==> src/rtl/opb_region_decoder.sv <==
`default_nettype none
// ============================================================================
//  Module   : opb_region_decoder
//  Brief    : OPB address-region decoder with read-wait FSM, timeout and
//             error capture (sticky address + saturating counter).
//  Revision : 1.0 - initial release
// ============================================================================
module opb_region_decoder #(
    parameter int                        N_SLV       = 4,
    parameter int                        ADDR_W      = 32,
    parameter int                        DATA_W      = 32,
    parameter logic [N_SLV*ADDR_W-1:0]   REGION_BASE = {32'h400, 32'h300, 32'h200, 32'h100},
    parameter logic [N_SLV*ADDR_W-1:0]   REGION_SIZE = {4{32'h10}},
    parameter logic [N_SLV-1:0]          FIXED_LAT   = 4'b0001,
    parameter int                        TIMEOUT_CYC = 16,
    parameter logic [DATA_W-1:0]         ERR_DATA    = 32'hDEADBEEF
) (
    input  logic                       OPB_CLK,
    input  logic                       OPB_RST_N,
    input  logic                       DEC_RE,
    input  logic                       DEC_WE,
    input  logic [ADDR_W-1:0]          DEC_ADDR,
    output logic [DATA_W-1:0]          DEC_DO,
    output logic                       DEC_ACK,
    output logic                       DEC_ERR,
    output logic [N_SLV-1:0]           SLV_RE,
    output logic [N_SLV-1:0]           SLV_WE,
    input  logic [N_SLV*DATA_W-1:0]    SLV_DI,
    input  logic [N_SLV-1:0]           SLV_ACK,
    input  logic                       ERR_CLR,
    output logic [ADDR_W-1:0]          ERR_ADDR,
    output logic [7:0]                 ERR_CNT,
    output logic                       BUSY
);

    localparam logic [1:0] S_IDLE    = 2'd0;
    localparam logic [1:0] S_RD_WAIT = 2'd1;
    localparam logic [1:0] S_RESP    = 2'd2;

    localparam int                c_SEL_W   = (N_SLV > 1) ? $clog2(N_SLV) : 1;
    localparam int                c_TO_W    = $clog2(TIMEOUT_CYC) + 1;
    localparam logic [c_TO_W-1:0] c_TO_LAST = c_TO_W'(TIMEOUT_CYC - 1);

    logic [1:0]          r_state;
    logic [c_SEL_W-1:0]  r_sel;
    logic [ADDR_W-1:0]   r_addr;
    logic [c_TO_W-1:0]   r_to_cnt;
    logic                r_err;
    logic [DATA_W-1:0]   r_do;
    logic [ADDR_W-1:0]   r_err_addr;
    logic [7:0]          r_err_cnt;

    logic [N_SLV-1:0]    w_hit;
    logic [N_SLV-1:0]    w_onehot;
    logic [c_SEL_W-1:0]  w_sel;
    logic                w_any_hit;
    logic                w_idle;
    logic                w_strobe;
    logic                w_accept;
    logic                w_drop;
    logic                w_unmapped;
    logic                w_rd_ack;
    logic                w_timeout;
    logic [1:0]          w_err_inc;
    logic [8:0]          w_cnt_sum;

    // End address is formed one bit wider so a region touching the top of
    // the address space cannot wrap around to zero.
    generate
        for (genvar k = 0; k < N_SLV; k++) begin : g_region
            logic [ADDR_W-1:0] w_base;
            logic [ADDR_W-1:0] w_size;
            logic [ADDR_W:0]   w_end;
            assign w_base   = REGION_BASE[k*ADDR_W +: ADDR_W];
            assign w_size   = REGION_SIZE[k*ADDR_W +: ADDR_W];
            assign w_end    = {1'b0, w_base} + {1'b0, w_size};
            assign w_hit[k] = (w_size != '0) && (DEC_ADDR >= w_base) &&
                              ({1'b0, DEC_ADDR} < w_end);
        end
    endgenerate

    // Descending scan leaves the lowest-index hit as the winner.
    always_comb begin
        w_any_hit = 1'b0;
        w_sel     = '0;
        for (int k = N_SLV - 1; k >= 0; k--) begin
            if (w_hit[k]) begin
                w_any_hit = 1'b1;
                w_sel     = c_SEL_W'(k);
            end
        end
        w_onehot = '0;
        if (w_any_hit) begin
            w_onehot[w_sel] = 1'b1;
        end
    end

    assign w_idle     = (r_state == S_IDLE);
    assign w_strobe   = DEC_RE | DEC_WE;
    assign w_accept   = w_idle & w_strobe;
    assign w_drop     = ~w_idle & w_strobe;
    assign w_unmapped = w_accept & ~w_any_hit;

    assign SLV_WE = (OPB_RST_N && w_accept && DEC_WE) ? w_onehot : '0;
    assign SLV_RE = (OPB_RST_N && w_accept && DEC_RE && !DEC_WE) ? w_onehot : '0;

    assign w_rd_ack  = SLV_ACK[r_sel] | (FIXED_LAT[r_sel] & (r_to_cnt == '0));
    assign w_timeout = (r_state == S_RD_WAIT) & ~w_rd_ack & (r_to_cnt == c_TO_LAST);
    assign w_err_inc = {1'b0, w_unmapped | w_timeout} + {1'b0, w_drop};
    assign w_cnt_sum = {1'b0, r_err_cnt} + {7'b0, w_err_inc};

    always_ff @(posedge OPB_CLK or negedge OPB_RST_N) begin
        if (!OPB_RST_N) begin
            r_state  <= S_IDLE;
            r_sel    <= '0;
            r_addr   <= '0;
            r_to_cnt <= '0;
            r_err    <= 1'b0;
            r_do     <= '0;
        end else begin
            case (r_state)
                S_IDLE: begin
                    if (w_strobe) begin
                        r_addr   <= DEC_ADDR;
                        r_sel    <= w_sel;
                        r_to_cnt <= '0;
                        if (!w_any_hit) begin
                            r_err   <= 1'b1;
                            r_state <= S_RESP;
                            if (!DEC_WE) begin
                                r_do <= ERR_DATA;
                            end
                        end else if (DEC_WE) begin
                            r_err   <= 1'b0;
                            r_state <= S_RESP;
                        end else begin
                            r_err   <= 1'b0;
                            r_state <= S_RD_WAIT;
                        end
                    end
                end
                S_RD_WAIT: begin
                    if (w_rd_ack) begin
                        r_do    <= SLV_DI[r_sel*DATA_W +: DATA_W];
                        r_err   <= 1'b0;
                        r_state <= S_RESP;
                    end else if (w_timeout) begin
                        r_do    <= ERR_DATA;
                        r_err   <= 1'b1;
                        r_state <= S_RESP;
                    end else begin
                        r_to_cnt <= r_to_cnt + 1'b1;
                    end
                end
                S_RESP: begin
                    r_do    <= '0;
                    r_err   <= 1'b0;
                    r_state <= S_IDLE;
                end
                default: r_state <= S_IDLE;
            endcase
        end
    end

    // Dropped strobes count as errors but keep the last captured address.
    always_ff @(posedge OPB_CLK or negedge OPB_RST_N) begin
        if (!OPB_RST_N) begin
            r_err_addr <= '0;
            r_err_cnt  <= '0;
        end else begin
            if (w_unmapped) begin
                r_err_addr <= DEC_ADDR;
            end else if (w_timeout) begin
                r_err_addr <= r_addr;
            end
            if (ERR_CLR) begin
                r_err_cnt <= {6'b0, w_err_inc};
            end else if (w_cnt_sum[8]) begin
                r_err_cnt <= 8'hFF;
            end else begin
                r_err_cnt <= w_cnt_sum[7:0];
            end
        end
    end

    assign DEC_DO   = r_do;
    assign DEC_ACK  = (r_state == S_RESP);
    assign DEC_ERR  = DEC_ACK & r_err;
    assign BUSY     = (r_state != S_IDLE);
    assign ERR_ADDR = r_err_addr;
    assign ERR_CNT  = r_err_cnt;

endmodule
`default_nettype wire
==> config.mk <==
export PLATFORM = sky130hd
export DESIGN_NAME = opb_region_decoder
export DESIGN_NICKNAME = d
export VERILOG_FILES = /design/src/rtl/opb_region_decoder.sv
export SDC_FILE = /design/constraint.sdc
export NUM_CORES = 1
export LEC_CHECK = 0
export CORE_AREA = 2 2 119 121
export CTS_BUF_LIST = sky130_fd_sc_hd__clkbuf_16
export DETAILED_ROUTE_END_ITERATION = 10
export DIE_AREA = 0 0 121 123
export PLACE_DENSITY = 0.92
export SLEW_MARGIN = 20
export SYNTH_ARGS = -nofsm -noshare
export SYNTH_HDL_FRONTEND = slang
export SYNTH_SLANG_ARGS = --single-unit
==> constraint.sdc <==
create_clock -name OPB_CLK -period 9.1 [get_ports OPB_CLK]
set_input_delay 0.91 -clock OPB_CLK [delete_from_list [all_inputs] [get_ports OPB_CLK]]
set_output_delay 0.91 -clock OPB_CLK [all_outputs]
set_load 0.02 [all_outputs]
Yosys cells after proc, flatten, opt, wreduce, memory -nomap -nowiden
Cells that the tools add are included.

operators by class
  add/subtract/negate cells = 3
  order comparisons = 11
  equal/unequal tests = 9
  shift-type cells = 1
  muxes and demuxes = 42
  bitwise logic cells = 13
  reduce and logical (&&, ||, !) cells = 21

operator list
  operator                                                              count
  2-to-1 mux 32 bit                                                     7
  variable part select 128 x 8 -> 32 bit                                1
  case mux 32 bit (3 select lines)                                      1
  greater-or-equal comparator 32 x 10 -> 1 bit (second input constant)  2
  less-than comparator 32 x 10 -> 1 bit (second input constant)         2
  greater-or-equal comparator 32 x 11 -> 1 bit (second input constant)  1
  greater-or-equal comparator 32 x 9 -> 1 bit (second input constant)   1
  less-than comparator 32 x 11 -> 1 bit (second input constant)         1
  less-than comparator 32 x 9 -> 1 bit (second input constant)          1
  2-to-1 mux 2 bit                                                      9
  2-to-1 mux 8 bit                                                      2
  2-to-1 mux 5 bit                                                      3
  2-to-1 mux 4 bit                                                      3
  2-to-1 mux 1 bit                                                      11
  case mux 5 bit (2 select lines)                                       1
  adder 8 x 2 -> 9 bit                                                  1
  logical AND 1 bit                                                     9
  != test 2 bit (second input constant)                                 4
  AND 1 bit                                                             7
  less-than comparator 2 x 3 -> 1 bit (second input constant)           2
  nonzero test 2 bit                                                    3
  adder 5 x 1 -> 5 bit (second input constant)                          1
  == test 5 x 4 -> 1 bit (second input constant)                        1
  logical NOT 5 bit                                                     1
  other kinds (19)                                                      25

word-level totals
  bits in registers = 114
  bits of input ports = 169
  output and inout port bits = 83
  word-level logic and storage cells = 108

Depth between registers and ports, before layout
Gate-level depths: netlist (run 1).

  word-level depth = 13
  gate-level depth with buffers = 16
  depth with buffers taken out = 14

Least setup slack after synthesis (run 1)
OpenSTA, ideal clock, no wires.

  kind = input port to flip-flop
  start = input DEC_ADDR[14]
  end = register r_err_cnt[1] (netlist: ERR_CNT[1])
  library setup time = 87 ps
  arrival time = 3762 ps
  required time = 9013 ps
  setup slack = 5250 ps
  stages on the path = 12
  buffers on the path = 0
  path through = or4_4 -> nand4b_4 -> a311oi_4 -> o21ai_0 -> ha_1 -> ha_1 -> inv_1 -> fa_1 -> nand2b_1 -> nor2_1 -> nand3_1 -> a22oi_1

between the ends
  cells in the longest elaborated chain, start to end = 13
  elaborated cells between the ends (all ways) = 23
  classes of those cells = 2 x add/sub; 8 x order compare; 6 x mux; 3 x bitwise; 4 x reduce/logical

ends and longest elaborated chain
  element                                                                                                line    source
  start: declaration                                                                                     22      input logic [ADDR_W-1:0] DEC_ADDR,
  greater-or-equal comparator 32 x 11 -> 1 bit or less-than comparator 32 x 11 -> 1 bit (tied branches)  77, 78
  logical AND 1 bit                                                                                      77      assign w_hit[k] = (w_size != '0) && (DEC_ADDR >= w_base) &&
  2-to-1 mux 1 bit (3 in a row)                                                                          87      if (w_hit[k]) begin
  2-to-1 mux 1 bit (*)                                                                                   87
  NOT 1 bit (*)                                                                                          102     assign w_unmapped = w_accept & ~w_any_hit;
  AND 1 bit (*)                                                                                          102
  OR 1 bit (*)                                                                                           109     assign w_err_inc = {1'b0, w_unmapped | w_timeout} + {1'b0, w_drop};
  adder 1 x 1 -> 2 bit (*)                                                                               109
  adder 8 x 2 -> 9 bit                                                                                   110     assign w_cnt_sum = {1'b0, r_err_cnt} + {7'b0, w_err_inc};
  2-to-1 mux 8 bit                                                                                       178     end else if (w_cnt_sum[8]) begin
  2-to-1 mux 8 bit (*)                                                                                   176     if (ERR_CLR) begin
  end signal: assignment                                                                                 177     r_err_cnt <= {6'b0, w_err_inc};
  end signal: assignment                                                                                 181     r_err_cnt <= w_cnt_sum[7:0];
  end: declaration                                                                                       51      logic [7:0] r_err_cnt;

Every way passes the cells marked *; elsewhere a longest branch is shown, timed or not.
A chain may end at the register's enable or synchronous reset.

Worst setup path in the final report (run 1)
  start = input DEC_ADDR[4]
  end = register r_err_cnt[1] (netlist: ERR_CNT[1])

Same word-level chain as after synthesis.

==> results by group, run 1 <==
Worst setup path
  • Critical path class: input pin to flip-flop
  • Terminus of the critical flop-to-flop path: ERR_CNT[1]$_DFF_PN0_
  • CP Capture Type: flip-flop
  • R2R setup slack: 5020 ps
  • Max Fanout on Critical Path: 7
  • FF-to-FF path depth: 13
  • Crit start category: input pin
  • Critical path arrival: 4760 ps
  • Critical Path RT: 9420 ps
  • Worst r2r src: r_sel[1]$_DFFE_PN0P_

Power and ir drop
  • Combinational share of power: 47.3%
  • Lkg Pwr: 4.26 nW
  • Psw: 1.06 mW
  • Peak VDD IR: 0.174 mV
  • Sequential power share: 30.3%
  • Clock power frac: 22.4%
  • Cell Int Power: 1.85 mW
  • Final Power: 2.91 mW
  • Cell Pwr Density: 306 nW/um2
  • Switch share: 36.5%

Clock network
  • Clk_lat worst skew: 410 ps
  • CTS tree: done
  • Clock sink total: 114
  • H-tree depth: 4
  • Clk buf depth: 2
  • Num CTS Buffers: 17
  • # Post-CTS Setup Buffers: 0
  • CTS Hold Buffers Added: 0
  • Clock Tree Root: clkbuf_16
  • CTS clk-pin slew, worst paths: 50 ps
  • Post-cts resize count: 0

Job
  • Max-cap violation count: 0

Final layout
  • Filler Cells Inserted: 998
  • Final Util: 69.9%
  • Final instance area: 9520 um2
  • Layout cells sized above 1: 13.0%
  • Most common cell after layout, fill and taps aside: clkdlybuf4s50_1
  • Nets@finish: 990
  • Layout Area Growth over Synthesis: 51.6%
  • Commonest non-fill, non-tap cells in the layout: clkdlybuf4s50_1, dfrtp_1, nand2_1

Drt
  • Vias: 5462
  • Via density: 5.43
  • Final WL: 19300 um
  • Routed Antenna Nets: 0
  • Drc violations: 0
  • DRT iter0 DRCs: 330
  • DR WL/cell: 19.1 um
  • TritonRoute pass-1 iters: 5

Global route
  • Initial antenna violation count: 2
  • First-pass GRT wire length: 29200 um
  • GR Layer Usage met1: 31.3%
  • GR Layer Usage met2: 43.6%
  • Vias in the first global route: 5528
  • Pin count of the biggest net entering global routing: 64
  • Most Crowded Layer GR: met2
  • GRT overflow: 0
  • M3 GR Usage: 6.73%
  • Tot GR Track Use: 25.9%

Timing
  • Minimum clock period: 4440 ps
  • Tightest hold margin: 473 ps
  • Fin crit share: 48.8%
  • Slew HR: 33.6%
  • Setup Viol. Count Final: 0
  • Post-Route Skew: 7.87 ps
  • Final Hold Viols: 0
  • Worst Max-Slew Pin Slew: 993 ps
  • Fmax: 225 MHz
  • Setup TNS Final: 0 ps
  • Final slew viol count: 0
  • Unrepaired setup endpoints after global routing: false

Yosys
  • Cell count after synthesis: 567
  • Fraction of registers with async set/reset: 100%
  • Synth area leaders: dfrtp_1, mux4_2, mux2i_1, nand2_1, mux2_4
  • Mean post-synth cell area: 11.1 um2
  • Top_reg_cell synth: dfrtp_1
  • Synthesized net count: 746
  • Yosys synthesis warning count: 0
  • Yosys reg bits: 114
  • Post-synthesis sequential area ratio: 45.4%
  • Yosys top cell area share: 45.4%
  • Post-synth top area cell: dfrtp_1
  • Post-synth EDFFs: 0
  • Post-synthesis cell area: 6280 um2
  • Synth cell types: 55

Floorplan
  • Initial Utilization: 46.1%
  • Die X: 121 um
  • Die area: 14900 um2
  • Cell Rows: 43
  • Core area: 13600 um2
  • Die H: 123 um
  • IO Pins: 252

Min path
  • Hold Path Class: flip-flop to flip-flop
  • Hold Path Stages: 2
  • WHS Endpoint: r_addr[1]$_DFFE_PN0P_
  • HP Start: r_addr[1]$_DFFE_PN0P_

Placed design
  • Gpl congestion: 0.801
  • Post-DP Area: 8910 um2
  • Final HPWL DP: 14400 um
  • PortBufs: 251

Outcome
  • Status: finished, final reports clean
state kept, by name (all words and copies together) (netlist names):
register and count:
DEC_DO 32, ERR_ADDR 32, r_addr 32, ERR_CNT 8, r_to_cnt 5, r_sel 2, r_state 2, r_err 1
metal layers:
layer | vias to the layer above | share of wire [%]
li1 | 2503 | -
met1 | 2651 | 39
met2 | 265 | 50
met3 | 43 | 7.6
met4 | 0 | 3.1
met5 | - | 0
worst max-delay path: stages:
cell	delay, ps
clkdlybuf4s50_1	470
nor4_2	590
nand3_1	240
a311oi_4	600
o21ai_0	170
ha_1	350
ha_1	170
inv_1	60
fa_1	410
nand2b_1	200
nor2_1	150
nand3_1	230
a22oi_1	210
worst max-delay path by stage:
stage                      start              endpoint  slack (ps)
floorplan           DEC_ADDR[14]  ERR_CNT[1]$_DFF_PN0_        5250
global placement     DEC_ADDR[4]  ERR_CNT[1]$_DFF_PN0_        4430
detailed placement   DEC_ADDR[4]  ERR_CNT[2]$_DFF_PN0_        4300
CTS                  DEC_ADDR[4]  ERR_CNT[2]$_DFF_PN0_        4730
global route         DEC_ADDR[4]  ERR_CNT[2]$_DFF_PN0_        4400
finish               DEC_ADDR[4]  ERR_CNT[1]$_DFF_PN0_        4660
cell families (layout without fill, tap and decap cells):
| family | Yosys count | count (layout) | share of synthesized area [%] |
|---|---|---|---|
| simple gates | 155 | 155 | 11.4 |
| flops | 114 | 114 | 45.4 |
| mux | 111 | 111 | 25.5 |
| compound gates | 89 | 89 | 9.15 |
| buf+inv | 84 | 341 | 5.78 |
| fa+ha+maj | 10 | 10 | 2.11 |
| xor+xnor | 4 | 4 | 0.558 |
| other cells | 0 | 2 | 0 |
power by group through the flow:
stage                     logic [mW]  registers [mW]  clock network (mW)
after floorplan                0.724           0.988                   0
after global placement          1.33           0.875                   0
after detailed placement        1.37           0.889                   0
after CTS                       1.37           0.883               0.658
after global routing            1.49           0.909               0.686
final                           1.38           0.884               0.652
per-stage QoR:
step / setup slack, ps / instances
CTS: 4730 / 1003
global placement: 4430 / 971
finish: 4660 / 1006
floorplan: 5250 / 567
global route: 4400 / 1006
detailed placement: 4300 / 971
synth_stat cells (all sizes together), types with 2 or more instances:
cell type  number
mux2           30
clkbuf         17
nor2           27
nand4b          2
o2bb2ai         2
a21oi           7
ha              9
nand3          10
buf            16
nor3            3
a22o            8
mux4           32
nor2b           5
nand2b          2
nor4b           2
xor2            3
a31oi           3
inv            51
nor4            4
nand2          87
o22ai           8
o2111ai         2
and2            2
nand3b          2
dfrtp         114
or4             3
or3             2
o21ai          49
mux2i          49
area by class of cell:
type                       instances  area [um2]  area share (%)
antenna                            2        5.00          0.0526
timing repair buffer             258        2580            27.1
inverter                          51         191            2.01
tap                              180         225            2.37
clock inverter                    15         154            1.62
clock buffer                      17         425            4.47
multi-input combinational        369        3080            32.4
sequential                       114        2860            30.0
Power figures use the tool's default switching activity.
==> run 2, diff against run 1 <==
CORE_AREA = 2 2 123 125   (was 2 2 119 121)
DIE_AREA = 0 0 125 127   (was 0 0 121 123)
PLACE_DENSITY = 0.87   (was 0.92)
clock period = 4.3 ns   (was 9.1 ns; I/O delays follow)
==> run 2 against run 1 <==
Effect of this change: core utilization down 3.6 points; setup slack worse by 3900 ps; via count down 0.62%.
==> results by group, run 2 (synthesis results as in run 1) <==
Timing
  • Final Hold Viols: 0 (unchanged)
  • Post-Route Skew: 17.7 ps (was 7.87 ps)
  • Worst Max-Slew Pin Slew: 774 ps (was 993 ps)
  • Fmax: 282 MHz
  • Minimum clock period: 3550 ps
  • PnR worst setup slack: 749 ps (was 4660 ps)
  • Setup TNS Final: 0 ps (unchanged)
  • Slew HR: 47.7% (was 33.6%)
  • Fin crit share: 82.6%
  • Setup Viol. Count Final: 0 (unchanged)
  • Final slew viol count: 0 (unchanged)
  • Tightest hold margin: 467 ps (was 473 ps)
  • Unrepaired setup endpoints after global routing: false (unchanged)

Global route
  • Pin count of the biggest net entering global routing: 86 (was 64)
  • Tot GR Track Use: 25.5% (was 25.9%)
  • GRT overflow: 0 (unchanged)
  • Initial antenna violation count: 1 (was 2)
  • First-pass GRT wire length: 31200 um (was 29200 um)
  • Vias in the first global route: 5656 (was 5528)

Drt
  • Final WL: 19600 um (was 19300 um)
  • Vias: 5428 (was 5462)
  • DR WL/cell: 19.3 um (was 19.1 um)
  • Via density: 5.34 (was 5.43)
  • Drc violations: 0 (unchanged)
  • DRT iter0 DRCs: 275 (was 330)
  • TritonRoute pass-1 iters: 4 (was 5)
  • Routed Antenna Nets: 0 (unchanged)

Outcome
  • Status: finished, final reports clean (unchanged)

Worst setup path
  • Critical path class: input pin to flip-flop (unchanged)
  • Buf/Inv on CP: 2 (unchanged)
  • Max Fanout on Critical Path: 6 (was 7)
  • Crit-path slowest cell: or4_4 (was a311oi_4)
  • Critical path arrival: 3880 ps (was 4760 ps)
  • Crit start category: input pin (unchanged)
  • Most numerous cell on the critical path: ha_1
  • CP max stage delay: 580 ps (was 600 ps)
  • CP Cell Sequence: clkdlybuf4s50_1 -> or4_4 -> nand4b_4 -> a311oi_4 -> o21ai_0 -> ha_1 -> ha_1 -> inv_1 -> fa_1 -> nand2b_1 -> nor2_1 -> nand3_1 -> a22oi_1 (was clkdlybuf4s50_1 -> nor4_2 -> nand3_1 -> a311oi_4 -> o21ai_0 -> ha_1 -> ha_1 -> inv_1 -> fa_1 -> nand2b_1 -> nor2_1 -> nand3_1 -> a22oi_1)
  • CP Capture Type: flip-flop (unchanged)
  • Worst path top cell family by delay: simple AND/OR/NAND/NOR gates (unchanged)
  • Critical Path RT: 4630 ps (was 9420 ps)

Final layout
  • Final instance area: 9570 um2 (was 9520 um2)
  • Commonest non-fill, non-tap cells in the layout: clkdlybuf4s50_1, dfrtp_1, nand2_1 (unchanged)
  • Most common cell after layout, fill and taps aside: clkdlybuf4s50_1 (unchanged)
  • Final std cells w/o fill: 1016 (was 1006)
  • Final Util: 66.4% (was 69.9%)
  • Layout Area Growth over Synthesis: 52.5% (was 51.6%)
  • Layout cells sized above 1: 13.9% (was 13.0%)
  • Nets@finish: 995 (was 990)

Placed design
  • PortBufs: 251 (unchanged)
  • Gpl congestion: 0.830 (was 0.801)
  • DP Cell Count: 980 (was 971)
  • Final HPWL DP: 14300 um (was 14400 um)
  • Place WS: 363 ps (was 4300 ps)
  • Post-DP Area: 8960 um2 (was 8910 um2)

Min path
  • Hold Path Class: flip-flop to flip-flop (unchanged)

Power and ir drop
  • Final Power: 6.20 mW (was 2.91 mW)
  • Lkg Pwr: 4.28 nW (was 4.26 nW)
  • Peak VDD IR: 0.414 mV (was 0.174 mV)
  • Cell Pwr Density: 648 nW/um2 (was 306 nW/um2)

Job
  • Max-cap violation count: 0 (unchanged)

Floorplan
  • IO Pins: 252 (unchanged)
  • Die H: 127 um (was 123 um)
  • Cell Rows: 44 (was 43)
  • Core area: 14400 um2 (was 13600 um2)
  • Die area: 15900 um2 (was 14900 um2)
  • Die X: 125 um (was 121 um)
  • Initial Utilization: 43.5% (was 46.1%)

Clock network
  • CTS clk-pin slew, worst paths: 60 ps (was 50 ps)
  • Num CTS Buffers: 17 (unchanged)
  • CTS Hold Buffers Added: 1 (was 0)
  • H-tree depth: 4 (unchanged)
  • Clock sink total: 114 (unchanged)
  • CTS tree: done (unchanged)
  • # Post-CTS Setup Buffers: 0 (unchanged)
  • Post-cts resize count: 0 (unchanged)
  • Clock Tree Root: clkbuf_16 (unchanged)
  • Clk buf depth: 2 (unchanged)
  • Clk_lat worst skew: 420 ps (was 410 ps)
run 2: cell type report:
type                       instances  area, um2
antenna                            3       7.51
clock buffer                      17        425
clock inverter                    15        168
fill                            1105       4850
inverter                          51        191
multi-input combinational        369       3080
sequential                       114       2860
tap                              184        230
timing repair buffer             263       2620
run 2: power breakdown:
| group | leakage, nW | internal [mW] | switching, mW |
|---|---|---|---|
| registers | 1.40 | 1.53 | 0.297 |
| clock network | 0.282 | 0.903 | 0.509 |
| logic | 2.59 | 1.49 | 1.47 |
run 2: path summary, 6_finish.rpt:
| check | from | end | slack (ps) | cells after the start |
|---|---|---|---|---|
| worst max-delay path | DEC_ADDR[14] | ERR_CNT[1]$_DFF_PN0_ | 750 | 13 |
| worst min-delay path | r_addr[9]$_DFFE_PN0P_ | r_addr[9]$_DFFE_PN0P_ | 470 | 2 |
| worst max register to register | r_to_cnt[0]$_DFFE_PN0P_ | ERR_CNT[1]$_DFF_PN0_ | 890 | 14 |
| worst min register to register | r_addr[9]$_DFFE_PN0P_ | r_addr[9]$_DFFE_PN0P_ | 470 | 2 |
| max in group asynchronous | OPB_RST_N | r_sel[1]$_DFFE_PN0P_ | 2620 | 3 |
| min in group asynchronous | OPB_RST_N | r_to_cnt[4]$_DFFE_PN0P_ | 510 | 2 |
run 2: routing by layer:
| metal | vias up | global-route usage [%] | wire length (um) |
|---|---|---|---|
| met5 | - | 0 | 0 |
| met1 | 2664 | 31.4 | 7840 |
| met2 | 223 | 42.0 | 9690 |
| met4 | 0 | 10.3 | 538 |
| met3 | 33 | 8.17 | 1520 |
| li1 | 2508 | - | - |
run 2: worst reg2reg max path, stage by stage, from the launching register on:
cell and delay, ps:
dfrtp_1 430, inv_1 80, ha_1 150, nor4b_1 400, o311ai_1 210, nand4_1 190, o21ai_0 120, ha_1 320
ha_1 160, inv_1 60, fa_1 420, nand2b_1 200, nor2_1 150, nand3_1 230, a22oi_1 210
